## src/rtl/start_guard_if.sv

```systemverilog
// Bus interface for the start_guard register: one strobe, zero-wait-state
// read/write access. Valid/ready: a transfer happens in every cycle where
// stb is high; ack mirrors stb combinationally, so the slave is always ready.
interface start_guard_if;
  logic        stb;
  logic        we;
  logic [31:0] data_in;
  logic [31:0] data_out;
  logic        ack;

  modport master (
    output stb,
    output we,
    output data_in,
    input  data_out,
    input  ack
  );

  modport slave (
    input  stb,
    input  we,
    input  data_in,
    output data_out,
    output ack
  );
endinterface

```

## src/rtl/start_guard.sv

```systemverilog
// start_guard: holds the selected start-table number and an armed flag across
// system restarts. Counts consecutive unconfirmed restarts and, after
// MAX_TRIES of them, forces FALLBACK_TABLE and disarms until software confirms.
// Reset does not clear the held state; it only triggers one update per
// assertion. Power-on values come from the declaration initialisers
// (configuration load), not from rst.
module start_guard #(
  parameter int                 TABLE_W        = 8,
  parameter int                 CNT_W          = 4,
  parameter int                 MAX_TRIES      = 3,
  parameter logic [TABLE_W-1:0] FALLBACK_TABLE = '0,
  parameter logic [TABLE_W-1:0] INIT_TABLE     = '0
) (
  input  logic               clk,
  input  logic               rst,
  start_guard_if.slave       bus,
  output logic [TABLE_W-1:0] table_out,
  output logic               armed_out,
  output logic               fallback_out
);

  localparam logic [CNT_W-1:0] MAX_CNT = CNT_W'(MAX_TRIES);
  localparam logic [CNT_W:0]   MAX_EXT = (CNT_W+1)'(MAX_TRIES);
  localparam logic [CNT_W:0]   ONE_EXT = (CNT_W+1)'(1);

  // Held state; initialisers give the configuration (power-on) values.
  logic [TABLE_W-1:0] table_q    = INIT_TABLE;
  logic               armed_q    = 1'b0;
  logic [CNT_W-1:0]   cnt_q      = '0;
  logic               fallback_q = 1'b0;
  logic               rst_q      = 1'b1;

  logic [7:0]         ctrl;
  logic [TABLE_W-1:0] wr_table;
  logic               reset_entry;
  logic               wr_en;
  logic [CNT_W:0]     cnt_inc;
  logic               unused_bits;

  assign ctrl        = bus.data_in[7:0];
  assign wr_table    = bus.data_in[TABLE_W+7:8];
  assign reset_entry = ~rst & rst_q;
  assign wr_en       = bus.stb & bus.we & rst;
  // One extra bit so cnt+1 cannot wrap before the compare.
  assign cnt_inc     = {1'b0, cnt_q} + ONE_EXT;
  assign unused_bits = ^{bus.data_in[31:TABLE_W+8], ctrl[7:4]};

  // Reset-entry update (once per rst falling edge) and bus register writes.
  always_ff @(posedge clk) begin
    rst_q <= rst;
    if (reset_entry) begin
      if (MAX_TRIES == 0) begin
        armed_q <= 1'b1;
      end else if (fallback_q) begin
        armed_q <= 1'b0;
      end else if (cnt_inc >= MAX_EXT) begin
        table_q    <= FALLBACK_TABLE;
        fallback_q <= 1'b1;
        armed_q    <= 1'b0;
        cnt_q      <= MAX_CNT;
      end else begin
        cnt_q   <= cnt_inc[CNT_W-1:0];
        armed_q <= 1'b1;
      end
    end else if (wr_en) begin
      if (ctrl[0]) begin
        table_q <= wr_table;
      end
      // Disarm takes priority over arm when both bits are set.
      if (ctrl[2]) begin
        armed_q <= 1'b0;
      end else if (ctrl[1]) begin
        armed_q <= 1'b1;
      end
      if (ctrl[3]) begin
        cnt_q      <= '0;
        fallback_q <= 1'b0;
      end
    end
  end

  // Combinational read mux and acknowledge; data_out is zero unless reading.
  always_comb begin
    bus.data_out = '0;
    bus.ack      = bus.stb;
    if (bus.stb && !bus.we) begin
      bus.data_out[TABLE_W-1:0] = table_q;
      bus.data_out[16]          = armed_q;
      bus.data_out[17]          = fallback_q;
      bus.data_out[24 +: CNT_W] = cnt_q;
    end
  end

  assign table_out    = table_q;
  assign armed_out    = armed_q;
  assign fallback_out = fallback_q;

endmodule

```

## src/flat_wrapper.sv

```systemverilog
// flat-port wrapper written by rule: the top's interface ports become plain ports
module start_guard_flat 
#(
  parameter int                 TABLE_W        = 8,
  parameter int                 CNT_W          = 4,
  parameter int                 MAX_TRIES      = 3,
  parameter logic [TABLE_W-1:0] FALLBACK_TABLE = '0,
  parameter logic [TABLE_W-1:0] INIT_TABLE     = '0
)
  (clk, rst, table_out, armed_out, fallback_out, bus_stb, bus_we, bus_data_in, bus_data_out, bus_ack);
  start_guard_if bus_i ();
  input  logic clk;
  input  logic rst;
  output logic [TABLE_W-1:0] table_out;
  output logic armed_out;
  output logic fallback_out;
  input wire logic [$bits(bus_i.stb)-1:0] bus_stb;
  input wire logic [$bits(bus_i.we)-1:0] bus_we;
  input wire logic [$bits(bus_i.data_in)-1:0] bus_data_in;
  output wire logic [$bits(bus_i.data_out)-1:0] bus_data_out;
  output wire logic [$bits(bus_i.ack)-1:0] bus_ack;
  assign bus_i.stb = bus_stb;
  assign bus_i.we = bus_we;
  assign bus_i.data_in = bus_data_in;
  assign bus_data_out = bus_i.data_out;
  assign bus_ack = bus_i.ack;
  start_guard #(.TABLE_W(TABLE_W), .CNT_W(CNT_W), .MAX_TRIES(MAX_TRIES), .FALLBACK_TABLE(FALLBACK_TABLE), .INIT_TABLE(INIT_TABLE)) u_core (.clk(clk), .rst(rst), .bus(bus_i), .table_out(table_out), .armed_out(armed_out), .fallback_out(fallback_out));
endmodule
```

## config.mk

```make
export PLATFORM = sky130hd
export DESIGN_NAME = start_guard_flat
export DESIGN_NICKNAME = d
export VERILOG_FILES = /design/src/rtl/start_guard_if.sv /design/src/rtl/start_guard.sv /design/src/flat_wrapper.sv
export SDC_FILE = /design/constraint.sdc
export NUM_CORES = 1
export LEC_CHECK = 0
export CORE_ASPECT_RATIO = 1.25
export CORE_MARGIN = 2
export CORE_UTILIZATION = 31
export CTS_BUF_LIST = sky130_fd_sc_hd__clkbuf_4 sky130_fd_sc_hd__clkbuf_8 sky130_fd_sc_hd__clkbuf_16
export DETAILED_ROUTE_END_ITERATION = 10
export GPL_ROUTABILITY_DRIVEN = 0
export PLACE_DENSITY = 0.79
export REMOVE_ABC_BUFFERS = 1
export SLEW_MARGIN = 20
export SYNTH_ARGS = -nofsm -noshare
export SYNTH_HDL_FRONTEND = slang
export SYNTH_SLANG_ARGS = --single-unit
export TNS_END_PERCENT = 50
```

## constraint.sdc

```tcl
create_clock -name clk -period 2.3 [get_ports clk]
set_clock_uncertainty 0.15 [all_clocks]
set_input_delay 0.46 -clock clk [delete_from_list [all_inputs] [get_ports clk]]
set_output_delay 0.46 -clock clk [all_outputs]
set_load 0.01 [all_outputs]
```

=== Yosys cells after proc, flatten, opt, wreduce, memory -nomap -nowiden ===
Index checks and enable logic that the tools add are counted.

* Logic and storage cells: 47
* Output and inout port bits: 43
* Register bits after elaboration: 15
* Input bits: 36

* Mux-type cells: 24
* Add/sub/neg operators: 1
* Eq/ne operators: 2
* Reduce and logical (&&, ||, !) cells: 10
* Magnitude comparators: 1
* Bitwise logic cells: 4

{| class="wikitable"
|+ Operator list
! kind !! count
|-
| 2-to-1 mux 8 bit || 6
|-
| 2-to-1 mux 4 bit || 6
|-
| 2-to-1 mux 1 bit || 11
|-
| nonzero test 2 bit || 3
|-
| adder 4 x 1 -> 5 bit, second input constant || 1
|-
| >= comparator 5 x 2 -> 1 bit, second input constant || 1
|-
| != test 2 bit, second input constant || 2
|-
| AND reduction 2 bit || 2
|-
| AND reduction 4 bit || 1
|-
| bitwise AND 1 bit || 3
|-
| AND reduction 3 bit || 1
|-
| nonzero test 3 bit || 1
|-
| 2-to-1 mux 2 bit || 1
|-
| logical AND 1 bit || 1
|-
| logical NOT 1 bit || 1
|-
| NOT 1 bit || 1
|}

=== Longest topological paths before layout ===
* Depth in word-level cells: 5
* Depth in mapped cells: 6
* Gate-level depth less buffers: 6

=== Least setup slack after synthesis ===
No wires, ideal clock.

* Path kind: reg-to-reg
* Start: register u_core.cnt_q[0]
* End: register u_core.table_q[0] (netlist: u_core.table_out[0]) (enable)
* Slack: 0.575 ns
* Data arrival time: 1.295 ns
* Required time: 1.870 ns
* Library setup time: 0.280 ns
* Stages on the path, launching flop included: 6
* Cell sequence: edfxtp_1 > ha_1 > or2_4 > o21ai_4 > nand2_1 > a22o_1

* Word-level cells in the longest chain between the ends: 4

{| class="wikitable"
|+ Ends and longest elaborated chain
! item !! line !! text
|-
| start: declaration || start_guard.sv:29 || <nowiki>logic [CNT_W-1:0] cnt_q = '0;</nowiki>
|-
| start signal: assignment || start_guard.sv:62 || <nowiki>cnt_q <= cnt_inc[CNT_W-1:0];</nowiki>
|-
| adder 4 x 1 -> 5 bit || start_guard.sv:45 || <nowiki>assign cnt_inc = {1'b0, cnt_q} + ONE_EXT;</nowiki>
|-
| >= comparator 5 x 2 -> 1 bit || start_guard.sv:56 || <nowiki>end else if (cnt_inc >= MAX_EXT) begin</nowiki>
|-
| != test 2 bit (no line) || n/a ||
|-
| AND reduction 4 bit (no line) || n/a ||
|-
| end signal: assignment || start_guard.sv:67 || <nowiki>table_q <= wr_table;</nowiki>
|-
| end: declaration || start_guard.sv:27 || <nowiki>logic [TABLE_W-1:0] table_q = INIT_TABLE;</nowiki>
|}

No other way between the ends.
A chain may end at the register's enable or synchronous reset.

=== Worst setup path after layout ===
* Start: input bus_stb
* End: output bus_data_out[2]

* Word-level cells in the longest chain between the ends: 2

{| class="wikitable"
|+ Ends and longest elaborated chain
! item !! line !! text
|-
| start: declaration || flat_wrapper.sv:17 || <nowiki>input wire logic [$bits(bus_i.stb)-1:0] bus_stb;</nowiki>
|-
| logical AND 1 bit || start_guard.sv:86 || <nowiki>if (bus.stb && !bus.we) begin</nowiki>
|-
| 2-to-1 mux 8 bit || start_guard.sv:86 ||
|-
| end: declaration || flat_wrapper.sv:20 || <nowiki>output wire logic [$bits(bus_i.data_out)-1:0] bus_data_out;</nowiki>
|}

No other way between the ends.

==> results.toml <==
[run_status]
status = "completed"

[yosys]
syn_area_um2 = 923
synth_compound_area_share_pct = 6.64
synth_area_leader_cell = "edfxtp_1"
synth.avg_cell_area_um2 = 10.7
synthSimpleGateAreaFrac_pct = 24.5
ys_seq_area_share_pct = 47.7
synth_cell_types = 25
ys_ff_latch = 15
synth_top_family_by_area = "simple AND/OR/NAND/NOR gates"
muxShareOfSynthArea_pct = 0
synth_warnings = 0
synth_fa_ha_area_share_pct = 2.71
synth_xor_area_share_pct = 0
synth_top_area_share_pct = 45.5
synthCells = 86
synth.area.top_cells = "edfxtp_1 46%, buf_4 16%, and2_1 14%"

[routing]
via_per_inst = 4.13
ant_nets = 0
vias = 698
drtPass1Iterations = 4
drt-initial-drc-count = 14
drt_wl_total_um = 1780
route.detailed.drc = 0
wl_per_cell_um = 10.5

[critical_path]
worstSetupEndpointType = "primary output"
ff2ff_path_depth = 7
startpoint = "bus_stb"
reg2reg_from = "u_core.cnt_q[0]"
crit_arrival_ps = 1630
cp.required_ps = 1690
cp-endpoint = "bus_data_out[2]"
reg2reg_setup_slack_ps = 400
path_class = "primary input to primary output"
rr_endpoint = "u_core.table_out[4]"
worstSetupStartpointType = "primary input"
crit_fanout = 8

[clocking]
root_buffer = "clkbuf_4"
postCtsSetupRepairBufs = 0
cts_tree = "done"
clk_pin_slew_ps = 100
cts.sinks = 15
h-tree-depth = 1
hold_buffers = 0
cts_buffers = 3
worstSkewPairLatency_ps = 280
clock_path_buffers = 2

[cells_and_area]
regArea_um2 = 440
post-route-util_pct = 47.0
fin_cells = 169
syn_to_final_growth_pct = 47.2
antenna_cells = 0
nets = 172
fillers = 281
drive_gt1_share_pct = 12.8
multi_input_area_um2 = 395

[global_routing]
grt_max_degree = 11
grt_pass1_wl_um = 2660
overflow = 0
track_usage_pct = 10.7
antenna_found_initial = 0
grt_pass1_vias = 648

[floorplanning]
die_w_um = 52.8
floorplan.initialDensity_pct = 31.9
io_pins = 79
dieArea_um2 = 3430
die-height_um = 65.0
core.rowCount = 22
core_area_um2 = 2890

[hold_path]
hp-class = "flip-flop to flip-flop"

[sta]
setup_violations = 0
slew_violations = 0
rsz0062_at_grt = "false"
layout_min_cycle_time_ps = 2240
worst_slack_ps = 63.9
hold_viol = 0
fmax_mhz = 447
finalCritPeriodShare_pct = 97.2

[pwr]
power_density_nw_per_um2 = 451
power.leakage_nw = 0.601
power_mw = 0.613
ir_worst_vdd_v = 0.000303

[placement]
dpl.cell_count = 165
place_ws_ps = -309
dp_hpwl_um = 1530
io_buffers = 40

[flow_run]
drv_cap = 0
-- critical path, cell delays in order --
cell and delay, ps:
clkdlybuf4s50_1 480, nor2b_4 160, buf_4 140, and2_1 120
dlygate4sd2_1 260
-- metrics by stage --
stage / hold slack, ps / instance area (um^2) / setup TNS [ps]
5_1_grt: 519 / 1360 / 0
6_report: 496 / 1360 / 0
3_5_place_dp: 482 / 1340 / -3930
3_3_place_gp: 474 / 1340 / -3360
2_1_floorplan: 338 / 840 / 0
4_1_cts: 503 / 1350 / 0
-- registers in the layout (all words and copies together) (netlist names) --
name	flops
u_core.rst_q	1
u_core.fallback_out	1
u_core.armed_out	1
u_core.table_out	8
u_core.cnt_q	4
-- layout make-up --
type	instances	share of cell area [%]
sequential	15	32.4
timing repair buffer	45	32.3
multi-input combinational	66	29.1
tap	36	3.31
clock buffer	3	1.66
inverter	3	0.829
clock inverter	1	0.368
-- layer usage --
layer | vias to the layer above | part of all wire (%) | GRT usage, %
li1 | 338 | - | -
met1 | 317 | 33 | 9.20
met2 | 41 | 56 | 21.7
met3 | 2 | 8.8 | 1.84
met4 | 0 | 1.2 | 5.77
met5 | - | 0 | 0
-- report_power, final --
part           switching (mW)  total [mW]  leakage, nW  internal [mW]
Combinational          0.0614       0.138        0.442         0.0762
Clock                  0.0876       0.152       0.0177         0.0645
Sequential            0.00816       0.323        0.141          0.315
-- synth_stat cells, drive strengths merged --
cell,instances
and2,23
nor2b,1
conb,1
dfxtp,1
a22o,1
a31oi,1
o21ai,3
a32o,1
nor3,1
inv,3
and3,1
ha,2
nand2,5
buf,21
edfxtp,14
nor2,2
nand2b,1
or2,1
a21oi,2
nor3b,1
-- logic make-up after synthesis --
family / Yosys count
AOI/OAI and AO/OA: 8
adders and majority gates: 2
buffers and inverters: 24
DFF: 15
other: 1
and+or+nand+nor: 36
-- how the worst min path moves through the flow --
stage / startpoint / to / slack [ps] / depth (start not counted)
2_1_floorplan: rst / u_core.rst_q / 340 / 0
3_3_place_gp: u_core.rst_q / u_core.fallback_out / 470 / 2
3_5_place_dp: u_core.rst_q / u_core.fallback_out / 480 / 2
4_1_cts: u_core.rst_q / u_core.fallback_out / 500 / 2
5_1_grt: u_core.rst_q / u_core.fallback_out / 520 / 2
6_report: u_core.rst_q / u_core.fallback_out / 500 / 2
-- timing repair --
action | in CTS | in global routing
resized for setup | 16 | 5
setup endpoints to repair | 14 | 5
pin swaps | 0 | 0
-- placed cells by master, fill, tap and decap left out, drive strengths merged --
| cell type | count |
|---|---|
| buf | 5 |
| clkinv | 1 |
| edfxtp | 14 |
| nor3b | 1 |
| a32o | 1 |
| dfxtp | 1 |
| nand2b | 1 |
| clkdlybuf4s15 | 5 |
| a21oi | 2 |
| ha | 2 |
| a31oi | 1 |
| dlygate4sd2 | 9 |
| inv | 3 |
| nor3 | 1 |
| nor2b | 1 |
| nand2 | 5 |
| clkbuf | 3 |
| conb | 20 |
| o21ai | 3 |
| or2 | 1 |
| a22o | 1 |
| and2 | 23 |
| and3 | 1 |
| nor2 | 2 |
| clkdlybuf4s50 | 26 |
(Power assumes the default switching activity.)
